`src/rtl/xpar_arbiter_pkg.sv`:
```
// rtl/xpar_arbiter_pkg.sv - shared definitions for the parallel interface arbiter
//
// Contents:
//   state_t          FSM encoding (IDLE=0, ACCESS=1, DONE=2)
//   PAR_TIMEOUT      default watchdog limit in ACCESS cycles
//   PADDR_W_DEF      default parallel address width
//   DATA_W_DEF       default data width
//   timeout_last()   last legal counter value before the watchdog fires

package xpar_arbiter_pkg;

    typedef enum logic [1:0] {
        ST_IDLE   = 2'd0,
        ST_ACCESS = 2'd1,
        ST_DONE   = 2'd2
    } state_t;

    localparam int PAR_TIMEOUT = 255;
    localparam int PADDR_W_DEF = 12;
    localparam int DATA_W_DEF  = 32;
    localparam int CNT_W       = 8;

    // The counter starts at 0 in the first ACCESS cycle, so the watchdog
    // fires when it reads timeout-1, giving exactly `timeout` strobe cycles.
    function automatic logic [CNT_W-1:0] timeout_last(input int timeout);
        return CNT_W'(timeout - 1);
    endfunction

endpackage

```
`src/rtl/xpar_arbiter_xrr_arb2.sv`:
```
// rtl/xpar_arbiter_xrr_arb2.sv - two-way round-robin picker (combinational)
//
// Ports:
//   req[1:0]     request vector, bit N from master N
//   last_grant   master that won the previous grant
//   grant_valid  at least one master is requesting
//   grant_id     selected master (0 when nobody requests)

module xrr_arb2 (
    input  logic [1:0] req,
    input  logic       last_grant,
    output logic       grant_valid,
    output logic       grant_id
);

    always_comb begin
        grant_valid = |req;
        grant_id    = 1'b0;
        case (req)
            2'b01:   grant_id = 1'b0;
            2'b10:   grant_id = 1'b1;
            // contention: the master not served last time wins
            2'b11:   grant_id = ~last_grant;
            default: grant_id = 1'b0;
        endcase
    end

endmodule

```
`src/rtl/xpar_arbiter.sv`:
```
// rtl/xpar_arbiter.sv - round-robin arbiter of the external parallel bus between two masters
//
// Parameters: PADDR_W address width, DATA_W data width, TIMEOUT watchdog limit (1..255)
// Ports:
//   clk, rst                  clock, asynchronous active-low reset
//   mN_req/we/addr/wdata      master N request (held until ack/err)
//   mN_ack, mN_err            master N completion / timeout pulse (one cycle)
//   rdata                     read data, valid with ack, held until next read or timeout
//   par_addr, par_out         external address / write data
//   par_re, par_we            external read / write strobes
//   par_in, par_ack           external read data / device acknowledge

module xpar_arbiter
    import xpar_arbiter_pkg::*;
#(
    parameter int PADDR_W = PADDR_W_DEF,
    parameter int DATA_W  = DATA_W_DEF,
    parameter int TIMEOUT = PAR_TIMEOUT
) (
    input  logic               clk,
    input  logic               rst,
    input  logic               m0_req,
    input  logic               m0_we,
    input  logic [PADDR_W-1:0] m0_addr,
    input  logic [DATA_W-1:0]  m0_wdata,
    output logic               m0_ack,
    output logic               m0_err,
    input  logic               m1_req,
    input  logic               m1_we,
    input  logic [PADDR_W-1:0] m1_addr,
    input  logic [DATA_W-1:0]  m1_wdata,
    output logic               m1_ack,
    output logic               m1_err,
    output logic [DATA_W-1:0]  rdata,
    output logic [PADDR_W-1:0] par_addr,
    output logic [DATA_W-1:0]  par_out,
    output logic               par_re,
    output logic               par_we,
    input  logic [DATA_W-1:0]  par_in,
    input  logic               par_ack
);

    localparam logic [CNT_W-1:0] CNT_LAST = timeout_last(TIMEOUT);

    state_t           state;
    logic             last_grant;
    logic             gid;
    logic             we_q;
    logic [CNT_W-1:0] cnt;

    logic             grant_valid;
    logic             grant_id;

    xrr_arb2 u_pick (
        .req         ({m1_req, m0_req}),
        .last_grant  (last_grant),
        .grant_valid (grant_valid),
        .grant_id    (grant_id)
    );

    // Completion pulses are set on the ACCESS->DONE edge so they are
    // visible exactly during DONE, and cleared by default every other cycle.
    always_ff @(posedge clk or negedge rst) begin
        if (!rst) begin
            state      <= ST_IDLE;
            last_grant <= 1'b1;
            gid        <= 1'b0;
            we_q       <= 1'b0;
            cnt        <= '0;
            m0_ack     <= 1'b0;
            m0_err     <= 1'b0;
            m1_ack     <= 1'b0;
            m1_err     <= 1'b0;
            rdata      <= '0;
            par_addr   <= '0;
            par_out    <= '0;
            par_re     <= 1'b0;
            par_we     <= 1'b0;
        end else begin
            m0_ack <= 1'b0;
            m0_err <= 1'b0;
            m1_ack <= 1'b0;
            m1_err <= 1'b0;
            case (state)
                ST_IDLE: begin
                    if (grant_valid) begin
                        gid        <= grant_id;
                        last_grant <= grant_id;
                        cnt        <= '0;
                        if (grant_id) begin
                            we_q     <= m1_we;
                            par_addr <= m1_addr;
                            par_out  <= m1_wdata;
                            par_re   <= ~m1_we;
                            par_we   <= m1_we;
                        end else begin
                            we_q     <= m0_we;
                            par_addr <= m0_addr;
                            par_out  <= m0_wdata;
                            par_re   <= ~m0_we;
                            par_we   <= m0_we;
                        end
                        state <= ST_ACCESS;
                    end
                end
                ST_ACCESS: begin
                    cnt <= cnt + 1'b1;
                    // ack is tested first so it wins over a coinciding timeout
                    if (par_ack) begin
                        if (!we_q) begin
                            rdata <= par_in;
                        end
                        if (gid) begin
                            m1_ack <= 1'b1;
                        end else begin
                            m0_ack <= 1'b1;
                        end
                        par_re <= 1'b0;
                        par_we <= 1'b0;
                        state  <= ST_DONE;
                    end else if (cnt == CNT_LAST) begin
                        rdata <= '0;
                        if (gid) begin
                            m1_err <= 1'b1;
                        end else begin
                            m0_err <= 1'b1;
                        end
                        par_re <= 1'b0;
                        par_we <= 1'b0;
                        state  <= ST_DONE;
                    end
                end
                ST_DONE: begin
                    state <= ST_IDLE;
                end
                default: begin
                    state <= ST_IDLE;
                end
            endcase
        end
    end

endmodule

```
`config.mk`:
```
export PLATFORM = sky130hd
export DESIGN_NAME = xpar_arbiter
export DESIGN_NICKNAME = d
export VERILOG_FILES = /design/src/rtl/xpar_arbiter_pkg.sv /design/src/rtl/xpar_arbiter_xrr_arb2.sv /design/src/rtl/xpar_arbiter.sv
export SDC_FILE = /design/constraint.sdc
export NUM_CORES = 1
export LEC_CHECK = 0
export CAP_MARGIN = 30
export CORE_MARGIN = 4
export CORE_UTILIZATION = 43
export CTS_BUF_LIST = sky130_fd_sc_hd__clkbuf_2 sky130_fd_sc_hd__clkbuf_4 sky130_fd_sc_hd__clkbuf_8
export DETAILED_ROUTE_END_ITERATION = 6
export PLACE_DENSITY = 0.83
export SLEW_MARGIN = 20
export SYNTH_ARGS = -nofsm -noshare
export SYNTH_HDL_FRONTEND = slang
export SYNTH_HIERARCHICAL = 1
export SYNTH_SLANG_ARGS = --single-unit
export TNS_END_PERCENT = 20
```
`constraint.sdc`:
```
create_clock -name clk -period 2.1 [get_ports clk]
set_clock_uncertainty 0.1 [all_clocks]
set_input_delay 0.42 -clock clk [delete_from_list [all_inputs] [get_ports clk]]
set_output_delay 0.42 -clock clk [all_outputs]
set_load 0.005 [all_outputs]
```
==> impl_metrics.ini, run 1 <==
[timing]
finalHoldViolCount = 0
worstMarginPinSlew_ns = 0.482
fin_crit_sh = 0.891
maxSlewHeadroom = 0.675
drv_slew = 0
rsz0062_at_grt = no
finalWorstPathRequiredPeriod_ns = 1.87
holdWs_ns = 0.390
fmax_mhz = 534
setup_viol = 0

[drt]
drtIter0Drc = 222
wl_um = 12800
ant_nets = 0
route.detailed.drc = 0
viasPerCell = 5.03
num_vias = 3992
wire_per_inst_um = 16.1
firstDrtPassIters = 4

[setup_path]
worstSetupEndpointType = flop
slowest_delay_ns = 0.52
critPathRequiredTime_ns = 2.21
crit_chain = nand2b_1 > buf_4 > o311ai_0 > o41ai_1
crit_type = flop to flop
endpoint = cnt[6]
r2r_cells = 4
crit_slowest_cell = dfrtp_1
cp-start-kind = flop
r2r-end = cnt[6]
cp_data_arrival_time_ns = 1.98
cp_max_fo = 9
rrSetupSlack_ns = 0.23
worstReg2RegStart = state[1]
startpoint = state[1]

[power_and_ir_drop]
powerDensity_nw_per_um2 = 1180
leakage_nw = 3.10
intPower_mw = 5.37
ir_worst_vdd_mv = 0.576
p_comb_frac = 0.470
p_seq_frac = 0.397
clockPowerShare = 0.132
p_sw_mw = 2.85
sw_frac_of_total = 0.347

[floorplanning]
rows = 37
fp.dieH_um = 110
start_util = 0.438
die_w_um = 110
die_area_um2 = 12100
coreArea_um2 = 10200
ios = 209

[synthesis]
synth_area_leaders = dfrtp_1 (52%), mux2i_1 (11%), nand2_1 (7.5%)
netlist_area_um2 = 4480
postSynth.asyncResetShare = 1.00
syn_inst = 448
synth_ff_type = dfrtp_1
yosysTopAreaCell = dfrtp_1
netlist.area_leader.share = 0.525
synth_area_per_cell_um2 = 10.0
synth-edff-count = 0
synthesis.nets = 577
ys_seq_elements = 95
yosysSeqAreaShare = 0.531
yosys_warnings = 6
post_synth_num_cell_types = 39

[cells_and_area]
drive_gt1_frac = 0.0593
syn_to_final_growth_pct = 55.8
diodes = 0
nNetsFinal = 782
final_core_util = 0.683
final_area_um2 = 6990

[global_route]
antenna_found_initial = 0
grt_max_degree = 69
track_usage = 0.205
grt_pass1_wl_um = 19400
grt_pass1_vias = 4059
grt-ovfl-total = 0

[cts]
h-tree-depth = 3
insertion_delay_ns = 0.36
clockRootBuffer = clkbuf_8
path_clk_slew_ns = 0.10
clock_path_buffers = 2
post_cts_buffers = 0
cts_buffers = 9
tritoncts = built
clock-sinks = 95

[worst_hold_path]
min_path_cells = 2
hp-class = flop to flop

[place]
place.gp.congestion = 0.832
dp.final_hpwl_um = 9650
place_area_um2 = 6810
port_buffers = 208

[outcome]
status = finished clean

[flow_run]
max-cap-violations = 0
## power groups by stage
stage	registers, mW	clock network, mW	logic, mW
2_1_floorplan	3.24	0	1.56
3_3_place_gp	3.24	0	3.78
3_5_place_dp	3.30	0	3.90
4_1_cts	3.27	1.12	3.93
5_1_grt	3.38	1.20	4.25
6_report	3.27	1.09	3.87
## cell usage in the layout, fill, tap and decap left out, types with 2 or more instances in the layout
| cell | n |
|---|---|
| mux2i_1 | 49 |
| buf_12 | 6 |
| nand2b_1 | 34 |
| inv_6 | 2 |
| o221ai_1 | 32 |
| nand3_1 | 4 |
| clkinv_2 | 4 |
| o41ai_1 | 3 |
| dfrtp_1 | 94 |
| and4_1 | 2 |
| ha_1 | 2 |
| inv_1 | 35 |
| clkdlybuf4s50_1 | 207 |
| nand2_1 | 90 |
| buf_4 | 12 |
| clkbuf_8 | 9 |
| nor2_1 | 2 |
| and3_1 | 2 |
| o21ai_1 | 10 |
| o21ai_0 | 38 |
## worst max-delay path, delay by kind of cell (launching register included)
family          cells  cell delay, ns
simple gates        1            0.25
flops               1            0.52
buf+inv             1            0.20
compound gates      2            0.66
## cells in the mapped netlist (all sizes together) (2+ instances only)
master,number
ha,2
o221ai,32
nand2b,34
o21ai,48
clkbuf,14
nand2,90
nor2,2
nand3,4
and4,2
o41ai,3
inv,35
buf,18
dfrtp,94
and3,2
mux2i,49
## worst min-delay path by stage
stage | end | from | slack (ns)
2_1_floorplan | cnt[0] | rst | 0.02
3_3_place_gp | rdata[17] | rst | 0.29
3_5_place_dp | rdata[21] | rst | 0.30
4_1_cts | par_out[6] | par_out[6] | 0.39
5_1_grt | last_grant | last_grant | 0.42
6_report | par_out[26] | par_out[26] | 0.39
## state kept, by name, indices dropped and copies added (netlist names), 2 cells and up
register  count
rdata        32
cnt           8
state         2
par_addr     12
par_out      32
## cell type report
type | count | area [um^2]
flip-flops and latches | 95 | 2380
repair buffers | 226 | 2290
multi-input cells | 286 | 1840
clock inverters | 7 | 46.3
well taps | 136 | 170
inverters | 35 | 131
fillers | 776 | 3240
clock buffers | 9 | 124
## metrics by stage
| step | setup TNS, ns | cells | total power, mW | worst slack, ns |
|---|---|---|---|---|
| after floorplan | 0 | 448 | 4.79 | 0.519 |
| after global placement | 0 | 777 | 7.01 | 0.0155 |
| after detailed placement | -0.378 | 777 | 7.20 | -0.0365 |
| after CTS | 0 | 794 | 8.32 | 0.262 |
| after global routing | 0 | 794 | 8.83 | 0.239 |
| final | 0 | 794 | 8.22 | 0.228 |
## repair_timing
item	in CTS	in global routing
hold buffers	1	0
endpoints found under the hold margin	32	0
setup endpoints to repair	0	0
gates resized for setup	0	0
## cell families after synthesis
| logic type | synth area share |
|---|---|
| AND/OR/NAND/NOR | 0.150 |
| flip-flops | 0.531 |
| AO/OA/AOI/OAI | 0.137 |
| buffers and inverters | 0.0653 |
| multiplexers | 0.109 |
| adder cells (fa/ha/maj) | 0.00558 |
| XOR/XNOR | 0.00195 |
## per-layer routing
metal / track usage / up-vias / wire, um
met5: 0 / - / 0
met4: 0.0536 / 0 / 166
met3: 0.0687 / 17 / 1230
met2: 0.369 / 161 / 6450
met1: 0.233 / 1866 / 4980
li1: - / 1948 / -
No activity file was read; power rests on OpenSTA's default activity.
==> run 2: changes to the inputs <==
--- a/config.mk
+++ b/config.mk
@@ -6,7 +6,7 @@
 export NUM_CORES = 1
 export LEC_CHECK = 0
 export CAP_MARGIN = 30
-export CORE_MARGIN = 4
+export CORE_MARGIN = 1.5
 export CORE_UTILIZATION = 43
 export CTS_BUF_LIST = sky130_fd_sc_hd__clkbuf_2 sky130_fd_sc_hd__clkbuf_4 sky130_fd_sc_hd__clkbuf_8
 export DETAILED_ROUTE_END_ITERATION = 6
==> impl_metrics.ini, run 2 (same netlist as run 1, synthesis figures left out) <==
[timing]
fin_crit_sh = 0.863
fmax_mhz = 552
fin_ws_ns = 0.288
setup_viol = 0
tns_ns = 0
finalWorstPathRequiredPeriod_ns = 1.81
finalHoldViolCount = 0
worstMarginPinSlew_ns = 0.495
drv_slew = 0
maxSlewHeadroom = 0.670
rsz0062_at_grt = no

[floorplanning]
ios = 209
coreArea_um2 = 10200
start_util = 0.438
die_area_um2 = 11000
die_w_um = 105
fp.dieH_um = 105
rows = 37

[drt]
num_vias = 4025
firstDrtPassIters = 4
wl_um = 12100
wire_per_inst_um = 15.1
drtIter0Drc = 212
viasPerCell = 5.05
ant_nets = 0
route.detailed.drc = 0

[cts]
clock-sinks = 95
tritoncts = built
clock_path_buffers = 2
ctsHoldBuffers = 1
path_clk_slew_ns = 0.09
post_cts_buffers = 0
cts_buffers = 9
clockRootBuffer = clkbuf_8
h-tree-depth = 3
cts_resized = 0
insertion_delay_ns = 0.36

[power_and_ir_drop]
powerDensity_nw_per_um2 = 1190
leakage_nw = 3.13
p_comb_frac = 0.460
intPower_mw = 5.56
p_seq_frac = 0.391
power_mw = 8.35
sw_frac_of_total = 0.334
ir_worst_vdd_mv = 0.645
clockPowerShare = 0.149
p_sw_mw = 2.79

[outcome]
status = finished clean

[global_route]
grt_pass1_wl_um = 20000
track_usage = 0.228
antenna_found_initial = 0
grt-ovfl-total = 0
grt_pass1_vias = 4148
grt_max_degree = 63

[cells_and_area]
final_common_cell = clkdlybuf4s50_1
final_cell_mix = clkdlybuf4s50_1 (207), dfrtp_1 (94), nand2_1 (90), mux2i_1 (49), o21ai_0 (38)
nNetsFinal = 785
reg.largest.list = par_out x32, rdata x32, par_addr x12
instances_no_fill = 797
final_core_util = 0.688
syn_to_final_growth_pct = 57.0
drive_gt1_frac = 0.0635
diodes = 0

[setup_path]
slowest_delay_ns = 0.54
cp_max_fo = 3
crit_type = flop to output port
crit_chain = clkdlybuf4s50_1
crit_family = buffers and inverters
startpoint = par_we
cp-start-kind = flop
critPathBufInv = 1
worstSetupEndpointType = output port
cp_data_arrival_time_ns = 1.29
crit_slowest_cell = clkdlybuf4s50_1
critPathRequiredTime_ns = 1.58
worstReg2RegStart = state[1]

[worst_hold_path]
hp-class = flop to flop
hold_start = cnt[7]

[place]
dp.cells = 780
place_ws_ns = -0.0568
place.gp.congestion = 0.805
port_buffers = 208
dp.final_hpwl_um = 9270

[flow_run]
max-cap-violations = 0
[run 2: cell types whose count changed in the layout (fill, tap and decap cells not counted)]
cell,before,now
buf_4,12,16
clkinv_2,4,1
clkbuf_8,9,11
buf_12,6,5
bufinv_16,0,1
clkbuf_4,0,1
inv_6,2,1
[run 2: worst paths after layout]
path	endpoint	slack, ns	cells after the start
worst max register to register	rdata[17]	0.38	4
max in group asynchronous	rdata[23]	0.77	3
worst max-delay path	par_we	0.29	1
worst min register to register	cnt[7]	0.38	1
min in group asynchronous	state[0]	0.47	2
worst min-delay path	cnt[7]	0.38	1
[run 2: stage by stage]
step / instance area, um^2 / hold slack (ns)
4_1_cts: 7040 / 0.382
3_3_place_gp: 6820 / 0.313
6_report: 7040 / 0.380
5_1_grt: 7040 / 0.410
3_5_place_dp: 6820 / 0.314
2_1_floorplan: 4480 / 0.0244
[run 2: area by class of cell]
| type | instances | area, um^2 |
|---|---|---|
| fill | 784 | 3190 |
| inverter | 35 | 131 |
| multi-input combinational | 286 | 1840 |
| clock inverter | 4 | 52.6 |
| tap | 136 | 170 |
| sequential | 95 | 2380 |
| clock buffer | 12 | 159 |
| timing repair buffer | 229 | 2300 |
[run 2: power groups by stage]
stage	Sequential, mW	Clock, mW	Combinational (mW)
after global routing	3.38	1.35	4.23
after global placement	3.24	0	3.76
after detailed placement	3.30	0	3.88
after CTS	3.27	1.28	3.89
final	3.27	1.24	3.84
after floorplan	3.24	0	1.56
[run 2: metal layers]
layer | vias to the layer above | track usage | routed length [um]
li1 | 1945 | - | -
met1 | 1899 | 0.278 | 4980
met2 | 167 | 0.399 | 6110
met3 | 14 | 0.0543 | 802
met4 | 0 | 0.0665 | 174
met5 | - | 0 | 0
==> run 3: changes to the inputs <==
--- a/config.mk
+++ b/config.mk
@@ -5,15 +5,16 @@
 export SDC_FILE = /design/constraint.sdc
 export NUM_CORES = 1
 export LEC_CHECK = 0
+export ABC_AREA = 1
 export CAP_MARGIN = 30
 export CORE_MARGIN = 1.5
-export CORE_UTILIZATION = 43
+export CORE_UTILIZATION = 42
 export CTS_BUF_LIST = sky130_fd_sc_hd__clkbuf_2 sky130_fd_sc_hd__clkbuf_4 sky130_fd_sc_hd__clkbuf_8
 export DETAILED_ROUTE_END_ITERATION = 6
-export PLACE_DENSITY = 0.83
+export PLACE_DENSITY = 0.82
 export SLEW_MARGIN = 20
 export SYNTH_ARGS = -nofsm -noshare
 export SYNTH_HDL_FRONTEND = slang
 export SYNTH_HIERARCHICAL = 1
 export SYNTH_SLANG_ARGS = --single-unit
-export TNS_END_PERCENT = 20
+export TNS_END_PERCENT = 1
==> impl_metrics.ini, run 3 <==
[synthesis]
netlist_area_um2 = 4370
yosysMostFrequentCell = nand2_1
yosysSeqAreaShare = 0.544
synth_area_leaders = dfrtp_1 (54%), nand2_1 (15%), o21ai_0 (9.0%)
synth_top_family_by_area = simple AND/OR/NAND/NOR gates
yosysTopAreaCell = dfrtp_1
synth_common_cells = nand2_1 (171), dfrtp_1 (94), o21ai_0 (79)
post_synth_num_cell_types = 23
synth_compound_area_frac = 0.119
synth_xor_area_frac = 0
ys_seq_elements = 95
synthAdderAreaFrac = 0.00572
syn_inst = 534
synth_area_per_cell_um2 = 8.19
postSynth.asyncResetShare = 1.00
synth-edff-count = 0
synth_ff_type = dfrtp_1
yosys_warnings = 6
synthMuxAreaShare = 0
synthesis.nets = 663
netlist.area_leader.share = 0.538
synth-simple-area-share = 0.241

[worst_hold_path]
hp-class = flop to flop

[cts]
clock_path_buffers = 2
post_cts_buffers = 0
clockRootBuffer = clkbuf_8
tritoncts = built
path_clk_slew_ns = 0.09
cts_buffers = 9
clock-sinks = 95
insertion_delay_ns = 0.35
cts_resized = 0
ctsHoldBuffers = 1
h-tree-depth = 3

[power_and_ir_drop]
ir_worst_vdd_mv = 0.563
p_sw_mw = 2.76
leakage_nw = 3.21
sw_frac_of_total = 0.352
clockPowerShare = 0.141
p_comb_frac = 0.464
p_seq_frac = 0.395
intPower_mw = 5.08
powerDensity_nw_per_um2 = 1150

[place]
dp.final_hpwl_um = 8520
dp.cells = 858
port_buffers = 208
place.gp.congestion = 0.878

[drt]
ant_nets = 0
route.detailed.drc = 0
wl_um = 11300
viasPerCell = 4.69
wire_per_inst_um = 12.9
firstDrtPassIters = 5
drtIter0Drc = 315
num_vias = 4103

[global_route]
grt_pass1_vias = 3941
track_usage = 0.208
antenna_found_initial = 0
grt_max_degree = 62
grt-ovfl-total = 0
grt_pass1_wl_um = 18500

[cells_and_area]
drive_gt1_frac = 0.0704
final_cell_mix = clkdlybuf4s50_1 (207), nand2_1 (171), dfrtp_1 (94), o21ai_0 (79), inv_1 (57)
diodes = 0
syn_to_final_growth_pct = 56.0
reg.largest.list = par_out x32, rdata x32, par_addr x12
instances_no_fill = 875
nNetsFinal = 863
final_common_cell = clkdlybuf4s50_1

[timing]
worstMarginPinSlew_ns = 0.555
drv_slew = 0
fmax_mhz = 562
finalWorstPathRequiredPeriod_ns = 1.78
setup_viol = 0
finalHoldViolCount = 0
rsz0062_at_grt = no
tns_ns = 0
maxSlewHeadroom = 0.629
fin_crit_sh = 0.847

[setup_path]
crit_chain = clkdlybuf4s50_1
slowest_delay_ns = 0.52
cp_data_arrival_time_ns = 1.26
cp-start-kind = flop
worstSetupEndpointType = output port
cp_max_fo = 2
crit_family = buffers and inverters
critPathBufInv = 1
crit_type = flop to output port
crit_slowest_cell = clkdlybuf4s50_1
critPathRequiredTime_ns = 1.58

[floorplanning]
start_util = 0.427
ios = 209
coreArea_um2 = 10200
die_area_um2 = 11000
rows = 37
fp.dieH_um = 105
die_w_um = 105

[flow_run]
max-cap-violations = 0

[outcome]
status = finished clean
==> run 3: cell types whose count changed after synthesis, moves of 8 or more <==
cell,change
mux2i_1,-49
nor2_1,+8
nand2_1,+81
o21ai_1,+9
nand2b_1,-34
nand3_1,+36
nand2_2,+12
inv_1,+22
o221ai_1,-32
o21ai_0,+41
==> run 3: final cells by class <==
class	count	area, um^2
fillers	827	3410
flip-flops and latches	95	2380
repair buffers	219	2240
multi-input cells	349	1620
inverters	60	225
well taps	136	170
clock buffers	10	131
clock inverters	6	50.0
==> run 3: routing by layer <==
metal / GRT usage / vias to the layer above / part of all wire
li1: - / 2080 / -
met1: 0.259 / 1848 / 0.43
met2: 0.356 / 158 / 0.48
met3: 0.0493 / 17 / 0.071
met4: 0.0665 / 0 / 0.017
met5: 0 / - / 0
==> run 3: power groups by stage <==
stage	registers, mW	clock network (mW)	logic [mW]
CTS	3.09	1.14	3.67
floorplan	3.13	0	1.48
global placement	3.08	0	3.57
detailed placement	3.11	0	3.66
finish	3.10	1.11	3.63
global route	3.19	1.22	4.02
==> run 3: final timing paths <==
kind	from	end	slack [ns]	cells after the start
worst max-delay path	rdata[31]	rdata[31]	0.32	1
worst min-delay path	gid	m0_ack	0.36	1
worst max register to register	state[1]	rdata[20]	0.36	6
worst min register to register	gid	m0_ack	0.36	1
max in group asynchronous	rst	cnt[0]	0.95	3
min in group asynchronous	rst	par_out[26]	0.43	2
==> run 3: per-stage QoR <==
step	util	power, mW	hold WS (ns)	setup slack, ns	instance area (um^2)
after CTS	0.666	7.91	0.366	0.303	6820
after detailed placement	0.648	6.78	0.272	0.0918	6630
after floorplan	-	4.60	0.0244	0.634	4370
final	0.666	7.83	0.362	0.321	6820
after global routing	0.666	8.43	0.378	0.221	6820
after global placement	0.648	6.65	0.273	0.156	6630
==> run 3: cell families after synthesis <==
kind of cell	Yosys count
buffers and inverters	90
AO/OA/AOI/OAI	102
adder cells (fa/ha/maj)	2
AND/OR/NAND/NOR	245
flip-flops	95
